File: src/rtl/cmd_frame_filter.sv
// cmd_frame_filter: validates 3-byte command frames (header, opcode, checksum)
// arriving on a valid/ready byte stream. It presents each legal command as a
// registered level on cmd, plus a cmd_valid handshake. Malformed frames and
// stalled frames are reported via err_pulse/err_code/err_count.
module cmd_frame_filter #(
    parameter logic [7:0] HEADER    = 8'hA5,
    parameter int         TIMEOUT   = 16,
    parameter int         ERR_CNT_W = 4
) (
    input  logic                 clk,
    input  logic                 rst,
    input  logic                 in_valid,
    input  logic [7:0]           in_data,
    output logic                 in_ready,
    input  logic                 out_ready,
    output logic                 cmd_valid,
    output logic [2:0]           cmd,
    output logic                 err_pulse,
    output logic [1:0]           err_code,
    output logic [ERR_CNT_W-1:0] err_count
);

    localparam int TMR_W = $clog2(TIMEOUT + 1);

    // The three unused 3-bit encodings fall into the default branch and return to IDLE.
    typedef enum logic [2:0] {
        S_IDLE = 3'd0,
        S_HDR  = 3'd1,
        S_OPC  = 3'd2,
        S_EMIT = 3'd3,
        S_ERR  = 3'd4
    } state_t;

    localparam logic [1:0] ERR_OPCODE   = 2'd1;
    localparam logic [1:0] ERR_CHECKSUM = 2'd2;
    localparam logic [1:0] ERR_TIMEOUT  = 2'd3;

    state_t               state_q;
    logic [TMR_W-1:0]     timer_q;
    logic [2:0]           pending_q;
    logic [2:0]           cmd_q;
    logic                 cmd_valid_q;
    logic                 in_ready_q;
    logic                 err_pulse_q;
    logic [1:0]           err_code_q;
    logic [ERR_CNT_W-1:0] err_count_q;

    logic                 accept;
    logic                 op_legal;
    logic [2:0]           op_cmd;
    logic [7:0]           checksum;
    logic                 timeout_hit;
    logic [ERR_CNT_W-1:0] err_count_d;

    assign accept = in_valid && in_ready_q;

    // Legal opcodes map to the command value held in their low three bits.
    // The pending register therefore stores only those bits, and the checksum
    // rebuilds the full opcode byte by zero-extending them.
    assign checksum = HEADER ^ {5'b0, pending_q};

    // The frame is aborted on the idle cycle that would bring the timer to TIMEOUT.
    assign timeout_hit = (timer_q == TMR_W'(TIMEOUT - 1));

    // Saturating increment applied on every entry into ERR.
    assign err_count_d = (err_count_q == {ERR_CNT_W{1'b1}}) ? err_count_q
                                                            : err_count_q + ERR_CNT_W'(1);

    // Decode the opcode byte into legality and the command it selects.
    always_comb begin
        op_legal = 1'b0;
        op_cmd   = 3'h0;
        case (in_data)
            8'h00: begin op_legal = 1'b1; op_cmd = 3'h0; end
            8'h03: begin op_legal = 1'b1; op_cmd = 3'h3; end
            8'h04: begin op_legal = 1'b1; op_cmd = 3'h4; end
            8'h05: begin op_legal = 1'b1; op_cmd = 3'h5; end
            default: begin op_legal = 1'b0; op_cmd = 3'h0; end
        endcase
    end

    // Frame FSM with registered outputs. The timer, pending command and error bookkeeping are updated alongside it.
    always_ff @(posedge clk or posedge rst) begin
        if (rst) begin
            state_q     <= S_IDLE;
            timer_q     <= '0;
            pending_q   <= 3'h0;
            cmd_q       <= 3'h0;
            cmd_valid_q <= 1'b0;
            in_ready_q  <= 1'b1;
            err_pulse_q <= 1'b0;
            err_code_q  <= 2'd0;
            err_count_q <= '0;
        end else begin
            case (state_q)
                S_IDLE: begin
                    timer_q <= '0;
                    // Non-header bytes are dropped here to resynchronise the stream.
                    if (accept && (in_data == HEADER)) begin
                        state_q <= S_HDR;
                    end
                end

                S_HDR: begin
                    if (accept) begin
                        timer_q <= '0;
                        if (op_legal) begin
                            pending_q <= op_cmd;
                            state_q   <= S_OPC;
                        end else begin
                            state_q     <= S_ERR;
                            in_ready_q  <= 1'b0;
                            err_pulse_q <= 1'b1;
                            err_code_q  <= ERR_OPCODE;
                            err_count_q <= err_count_d;
                        end
                    end else if (timeout_hit) begin
                        timer_q     <= '0;
                        state_q     <= S_ERR;
                        in_ready_q  <= 1'b0;
                        err_pulse_q <= 1'b1;
                        err_code_q  <= ERR_TIMEOUT;
                        err_count_q <= err_count_d;
                    end else begin
                        timer_q <= timer_q + TMR_W'(1);
                    end
                end

                S_OPC: begin
                    if (accept) begin
                        timer_q <= '0;
                        if (in_data == checksum) begin
                            state_q     <= S_EMIT;
                            in_ready_q  <= 1'b0;
                            cmd_q       <= pending_q;
                            cmd_valid_q <= 1'b1;
                        end else begin
                            state_q     <= S_ERR;
                            in_ready_q  <= 1'b0;
                            err_pulse_q <= 1'b1;
                            err_code_q  <= ERR_CHECKSUM;
                            err_count_q <= err_count_d;
                        end
                    end else if (timeout_hit) begin
                        timer_q     <= '0;
                        state_q     <= S_ERR;
                        in_ready_q  <= 1'b0;
                        err_pulse_q <= 1'b1;
                        err_code_q  <= ERR_TIMEOUT;
                        err_count_q <= err_count_d;
                    end else begin
                        timer_q <= timer_q + TMR_W'(1);
                    end
                end

                S_EMIT: begin
                    timer_q <= '0;
                    if (out_ready) begin
                        state_q     <= S_IDLE;
                        in_ready_q  <= 1'b1;
                        cmd_valid_q <= 1'b0;
                    end
                end

                S_ERR: begin
                    timer_q     <= '0;
                    state_q     <= S_IDLE;
                    in_ready_q  <= 1'b1;
                    err_pulse_q <= 1'b0;
                end

                default: begin
                    timer_q    <= '0;
                    state_q    <= S_IDLE;
                    in_ready_q <= 1'b1;
                end
            endcase
        end
    end

    assign in_ready  = in_ready_q;
    assign cmd_valid = cmd_valid_q;
    assign cmd       = cmd_q;
    assign err_pulse = err_pulse_q;
    assign err_code  = err_code_q;
    assign err_count = err_count_q;

endmodule

File: config.mk
export PLATFORM = sky130hd
export DESIGN_NAME = cmd_frame_filter
export DESIGN_NICKNAME = d
export VERILOG_FILES = /design/src/rtl/cmd_frame_filter.sv
export SDC_FILE = /design/constraint.sdc
export NUM_CORES = 1
export LEC_CHECK = 0
export CAP_MARGIN = 10
export CORE_MARGIN = 2
export CORE_UTILIZATION = 35
export CTS_CLUSTER_DIAMETER = 100
export DETAILED_ROUTE_END_ITERATION = 12
export PLACE_DENSITY = 0.6
export SLEW_MARGIN = 10
export SYNTH_ARGS = -nofsm -noshare
export SYNTH_HDL_FRONTEND = slang
export SYNTH_SLANG_ARGS = --single-unit
File: constraint.sdc
create_clock -name clk -period 2.3 [get_ports clk]
set_input_delay 0.23 -clock clk [delete_from_list [all_inputs] [get_ports clk]]
set_output_delay 0.23 -clock clk [all_outputs]
set_load 0.01 [all_outputs]
# After elaboration in Yosys (flattened, before gate mapping)
# Cells that the tools add are included.
# totals
input_bits,12
ff_bits,23
elab_cells,88
out_inout_bits,12
# classes
n_reduce_logical,16
mux,42
n_bitwise,2
n_eq_ne,17
add_sub_neg,2
# ops
operator,count
4-bit two-way mux,6
3-bit two-way mux,7
8-bit by 3-bit == test with 1-bit output (second input constant),2
5-bit two-way mux,3
3-bit AND reduction,5
1-bit two-way mux,14
3-bit one-hot mux with 4 select lines,1
2-bit two-way mux,5
3-bit one-hot mux with 3 select lines,1
8-bit by 2-bit == test with 1-bit output (second input constant),1
8-bit == test,1
8-bit == test (second input constant),1
8-bit logical NOT,1
2-bit != test (second input constant),4
4-bit one-hot mux with 2 select lines,1
3-bit by 2-bit == test with 1-bit output (second input constant),2
3-bit != test (second input constant),2
5-bit by 1-bit adder with 5-bit output (second input constant),1
5-bit by 4-bit == test with 1-bit output (second input constant),1
4-bit by 1-bit adder with 4-bit output (second input constant),1
4-bit == test (second input constant),1
2-bit NOT with 4-bit output,1
1-bit one-hot mux with 4 select lines,1
2-bit one-hot mux with 2 select lines,1
other kinds (13),15

# Logic depth before layout (Yosys ltp)
# Gate-level depths: netlist (run 1).
# depth
word_depth,6
ltp_mapped,6
mapped_depth_nobuf,6

# Worst setup path after synthesis (run 1)
# No wires, ideal clock.
# synth_timing
path_type,flip-flop to flip-flop
startpoint,reg in_ready_q (netlist: in_ready)
endpoint,reg err_count_q[1] (netlist: err_count[1])
t_required_ns,2.175
period_less_slack_ns,1.827
path_buffers,0
path_slack_ns,0.473
arrival_ns,1.702
path_stages_with_launch,6
setup_time_ns,0.125
cell_sequence,dfstp_2 -> nand2_1 -> nor4b_2 -> nand3_2 -> and3_4 -> mux2_4
# synth_via
elab_chain_len,3
elab_cells_between_ends,7
cone_classes,2 x eq/ne; 3 x mux; 2 x reduce/logical
# synth_lines
element,line,text
start: declaration,43,logic in_ready_q;
start signal: assignment,90,in_ready_q <= 1'b1;
start signal: assignment,112,in_ready_q <= 1'b0;
start signal: assignment,120,in_ready_q <= 1'b0;
1-bit logical AND *,55,assign accept = in_valid && in_ready_q;
"3-bit != test (no source line), or another cell as far along",-,
3-bit AND reduction (no source line) or 4-bit one-hot mux with 2 select lines (tied branches),-,
end signal: assignment,115,err_count_q <= err_count_d;
end signal: assignment,123,err_count_q <= err_count_d;
end signal: assignment,142,err_count_q <= err_count_d;
end: declaration,46,logic [ERR_CNT_W-1:0] err_count_q;
# Mark *: on every way between the ends. The rest lies on a longest branch, timed or not.
# A chain may end at the register's enable or synchronous reset.

# Worst setup path after layout (run 1)
# layout_timing
startpoint,reg timer_q[0]
endpoint,reg err_count_q[1] (netlist: err_count[1])
# layout_via
elab_chain_len,4
elab_cells_between_ends,5
cone_classes,1 x eq/ne; 4 x mux
# layout_lines
element,line,text
start: declaration,39,logic [TMR_W-1:0] timer_q;
start signal: assignment,125,timer_q <= timer_q + TMR_W'(1);
start signal: assignment,152,timer_q <= timer_q + TMR_W'(1);
5-bit by 4-bit == test with 1-bit output *,63,assign timeout_hit = (timer_q == TMR_W'(TIMEOUT - 1));
4-bit two-way mux *,-,
4-bit two-way mux (on tied branches),-,
4-bit one-hot mux with 2 select lines *,-,
# Marks and branches as above.

==> results of run 1 <==
[routing by layer]
layer / wire length, um / vias to the layer above / global-route usage / share of wire
met5: 0 / - / 0 / 0
met4: 50 / 0 / 0.0694 / 0.020
met3: 75 / 5 / 0.0250 / 0.029
met2: 1250 / 17 / 0.230 / 0.49
met1: 1170 / 450 / 0.180 / 0.46
li1: - / 473 / - / -
[worst min-delay path, cell delays in order]
cell and delay [ps]:
clkdlybuf4s50_1 390, inv_1 50, buf_4 280
[layout by cell type, fill, tap and decap left out, types with 2 or more instances in the layout]
master,netlist,routed
clkdlybuf4s50_1,0,23
a31oi_1,2,2
clkbuf_4,0,3
a2bb2oi_1,2,2
buf_4,0,4
nand3_1,4,4
and3_1,4,4
nand2_1,14,14
inv_1,3,3
a21oi_1,2,2
o31ai_1,2,2
dfrtp_1,22,22
nor4_2,2,2
o21ai_0,6,6
nor2b_1,7,7
xnor2_1,5,5
xor2_1,4,4
nor2_1,9,9
nand4_1,2,2
ha_1,2,2
mux2_2,2,2
[cell type report]
type / count / share of cell area
clock inverters: 1 / 0.00322
well taps: 46 / 0.0371
flip-flops and latches: 23 / 0.371
clock buffers: 3 / 0.0145
inverters: 3 / 0.00725
repair buffers: 27 / 0.168
multi-input cells: 88 / 0.399
[worst paths after layout]
check | start | end | slack [ps]
min in group clk | timer_q[0] | timer_q[0] | 480
worst min-delay path | rst | err_count[1] | 220
max in group asynchronous | rst | in_ready | 1800
worst max register to register | timer_q[0] | err_count[1] | 290
worst max-delay path | timer_q[0] | err_count[1] | 290
worst min register to register | timer_q[0] | timer_q[0] | 480
[power breakdown]
group          internal (mW)  switching [mW]  total [mW]
Clock                 0.0652           0.126       0.192
Sequential             0.414         0.00661       0.421
Combinational         0.0492          0.0424      0.0916
Total                  0.529           0.175       0.704
[state kept, by name, indices dropped and copies added, names as in the netlist]
signal,cells
state_q,3
pending_q,3
cmd,3
err_code,2
timer_q,5
in_ready,1
err_count,4
cmd_valid,1
err_pulse,1
[cell families (layout without fill, tap and decap cells)]
logic type / count (synthesis) / after routing / synth area share
compound gates: 19 / 19 / 0.115
xor+xnor: 9 / 9 / 0.0644
fa+ha+maj: 2 / 2 / 0.0204
buf+inv: 5 / 34 / 0.0225
flops: 23 / 23 / 0.471
mux: 4 / 4 / 0.0399
simple gates: 54 / 54 / 0.267
[metrics by stage]
step / std cells / util / instance area, um^2 / setup slack (ps) / hold slack, ps
2_1_floorplan: 116 / - / 1220 / 473 / 231
3_3_place_gp: 187 / 0.457 / 1530 / 210 / 458
3_5_place_dp: 187 / 0.457 / 1530 / 211 / 471
4_1_cts: 191 / 0.465 / 1550 / 289 / 223
5_1_grt: 191 / 0.465 / 1550 / 175 / 244
6_report: 191 / 0.465 / 1550 / 294 / 222
==> impl_metrics.yaml, run 1 <==
run_status:
  outcome: "complete, no violations"
grt:
  grt_pass1_wl_um: 4390
  grt-ovfl-total: 0
  grt_pass1_vias: 971
  grt_usage: 0.141
  grt_start_max_net_pins: 24
  antenna_found_initial: 0
synthesis:
  ys_top_cells_by_area: "dfrtp_1 45%, nand2_1 4.3%, nor2b_1 3.6%"
  syn_area_um2: 1220
  synthFlopType: "dfrtp_1"
  synth_warnings: 0
  ys_types: 40
  netlist.area_leader.share: 0.450
  synth_common_cells: "22 x dfrtp_1, 14 x nand2_1, 9 x nor2_1, 7 x nor2b_1, 6 x o21ai_0"
  syn_inst: 116
  synth_edf_count: 0
  postSynth.asyncResetShare: 1.00
  synth.most_common_cell: "dfrtp_1"
  yosys.area.top_type: "dfrtp_1"
  synth-seq-cells: 23
  syn_nets: 130
  yosysSeqAreaShare: 0.471
  avgSynthCellArea_um2: 10.5
cts:
  clkSlewWorstSetupHoldPaths_ps: 130
  cts_buffer_depth: 2
  htreeDepth: 1
  cts_resized: 0
  hold_buffers: 0
  insertion_delay_ps: 320
  cts-buffers-inserted: 3
  numClockSinks: 23
  clockRootBuffer: "clkbuf_4"
  tritoncts: "yes"
  post_cts_buffers: 0
drt:
  num_vias: 945
  wl_per_cell_um: 13.3
  routed_wl_um: 2550
  dr.pass1.iters: 4
  via_per_inst: 4.95
  first_iter_violations: 20
  ant_nets: 0
  drcViolationCount: 0
power:
  ir_drop_v: 0.000194
  cellPowerDensity_nw_per_um2: 453
  p_leak_nw: 0.664
  p_total_mw: 0.704
final_layout:
  fillers: 343
  diodes: 0
  drive_above_1_share: 0.159
  multi_input_area_um2: 619
  area_delta_synth_final_pct: 26.9
  nNetsFinal: 160
  regArea_um2: 577
setup_path:
  start_kind: "flip-flop"
  cp.depth: 6
  worstSetupPathType: "reg2reg"
  r2r_cells: 6
  crit_required_ps: 2520
  cpPeakStageDelay_ps: 400
  cp.arrival_ps: 2230
  crit_slowest_cell: "dfrtp_1"
  cp_max_fo: 4
  cpLargestDelayFamily: "compound AO/OA/AOI/OAI gates"
  worst-path-buf-inv: 0
  worstPathCellList: "ha_1, nand4b_1, a211oi_2, a21boi_2, and3_4, mux2_4"
  cp-end-kind: "flip-flop"
flow_run:
  drv_cap: 0
die:
  die-height_um: 63.1
  ioPinCount: 24
  die-area_um2: 3990
  start_util: 0.367
  core_um2: 3340
  core.rowCount: 21
  die_x_um: 63.1
place:
  gp_congestion: 0.838
  dpl.hpwl_um: 1970
  io_buffers: 23
min_path:
  hold_class: "in2async"
sta:
  setup_viol: 0
  max_freq_mhz: 499
  rsz0062_at_grt: "no"
  max_slew_margin: 0.762
  worst-slew-pin-transition_ps: 353
  fin_setup_tns_ps: 0
  slew_viol_final: 0
  min_period_over_period: 0.872
  hold_viol: 0
  skew_ps: 1.94
  period_minus_slack_ps: 2010
Power figures use the tool's default switching activity.
==> run 2: changes to the inputs <==
- CAP_MARGIN: 10 -> 20
- CORE_UTILIZATION: 35 -> 40
- PLACE_DENSITY: 0.6 -> 0.66
==> run 2 against run 1 <==
Clock skew is 6.9 ps higher. Sequential share of layout area is 0.61 points higher. Power is 1.5% lower. Fmax is 0.45% higher. Critical endpoint unchanged. Critical path type unchanged. Via count is 0.32% lower. Flip-flop and latch count stayed put.
==> impl_metrics.yaml, run 2 (same netlist as run 1, synthesis figures left out) <==
run_status:
  outcome: "complete, no violations"
die:
  core.rowCount: 20
  ioPinCount: 24
  core_um2: 2980
  start_util: 0.411
  die_x_um: 59.3
  die-height_um: 59.3
  die-area_um2: 3520
setup_path:
  worstSetupPathType: "reg2reg"
  cp_max_fo: 9
  crit_required_ps: 2500
  cp.arrival_ps: 2200
  r2r_cells: 5
  start_kind: "flip-flop"
  reg2reg_slack_ps: 300
  r2r_start: "in_ready"
  cp-end-kind: "flip-flop"
  r2r_end: "err_count[1]"
sta:
  max_freq_mhz: 501
  whs_ps: 241
  fin_setup_tns_ps: 0
  period_minus_slack_ps: 2000
  rsz0062_at_grt: "no"
  setup_viol: 0
  worst-slew-pin-transition_ps: 380
  max_slew_margin: 0.746
  skew_ps: 8.80
  min_period_over_period: 0.868
  hold_viol: 0
  slew_viol_final: 0
place:
  io_buffers: 23
  dpl.hpwl_um: 1910
  gp_congestion: 0.823
drt:
  first_iter_violations: 23
  routed_wl_um: 2420
  dr.pass1.iters: 4
  via_per_inst: 5.32
  ant_nets: 0
  wl_per_cell_um: 13.7
  num_vias: 942
  drcViolationCount: 0
grt:
  grt_start_max_net_pins: 24
  grt_usage: 0.156
  grt_pass1_wl_um: 4080
  grt-ovfl-total: 0
  grt_pass1_vias: 925
  antenna_found_initial: 0
final_layout:
  area_delta_synth_final_pct: 24.8
  fillers: 285
  drive_above_1_share: 0.146
  largest_reg_flops: 5
  layout_common_cells: "23 x clkdlybuf4s50_1, 22 x dfrtp_1, 14 x nand2_1, 9 x nor2_1, 7 x nor2b_1"
  diodes: 0
  top_register: "timer_q"
  nNetsFinal: 159
  mostFrequentLayoutCell: "clkdlybuf4s50_1"
cts:
  clockRootBuffer: "clkbuf_4"
  clkSlewWorstSetupHoldPaths_ps: 120
  htreeDepth: 1
  cts-buffers-inserted: 3
  cts_resized: 0
  post_cts_buffers: 0
  cts_buffer_depth: 2
  insertion_delay_ps: 310
  hold_buffers: 0
  numClockSinks: 23
  tritoncts: "yes"
power:
  p_leak_nw: 0.656
  ir_drop_v: 0.000362
  cellPowerDensity_nw_per_um2: 454
  p_total_mw: 0.694
flow_run:
  drv_cap: 0
min_path:
  hold_class: "in2async"
==> run 2: cell types whose count changed in the layout (fill, tap and decap cells not counted), sizes merged <==
cell / delta
buf: -1
clkbuf: +1
clkinv: -1
==> run 2: power breakdown <==
group	internal [mW]	switching, mW	leakage (nW)	total (mW)
clock network	0.0677	0.117	0.0150	0.185
logic	0.0469	0.0414	0.339	0.0883
registers	0.414	0.00611	0.302	0.420
total	0.529	0.165	0.656	0.694
==> run 2: critical path, cell delays in order, from the launching register on <==
cell and delay [ps]:
dfstp_2 560, nand2_1 190, nor4b_2 450, nand3_2 200, and3_4 200, mux2_4 290
==> run 2: area by class of cell <==
type                       count  area (um^2)  area share
multi-input combinational     88          619       0.405
sequential                    23          577       0.378
inverter                       3         11.3     0.00737
timing repair buffer          26          253       0.165
clock buffer                   4         26.3      0.0172
tap                           33         41.3      0.0270
==> run 2: worst max path at each step <==
| stage | slack, ps | to | cells after the start | from |
|---|---|---|---|---|
| after detailed placement | 180 | err_count[1] | 6 | in_valid |
| after global routing | 180 | err_count[1] | 5 | in_ready |
| final | 300 | err_count[1] | 5 | in_ready |
| after CTS | 300 | err_count[1] | 5 | in_ready |
| after global placement | 180 | err_count[1] | 6 | in_valid |
| after floorplan | 470 | err_count[1] | 5 | in_ready |
==> run 2: through the flow <==
step	cells	worst slack, ps	instance area, um^2	utilization
global placement	173	185	1500	0.504
finish	177	303	1530	0.513
floorplan	116	473	1220	-
CTS	177	298	1530	0.513
global route	177	180	1530	0.513
detailed placement	173	180	1500	0.504
==> run 2: layer usage <==
metal	wire length (um)	global-route usage	vias up
met3	109	0.0524	2
met4	10	0.0260	0
met5	0	0	-
met1	1120	0.203	453
met2	1180	0.254	17
li1	-	-	470
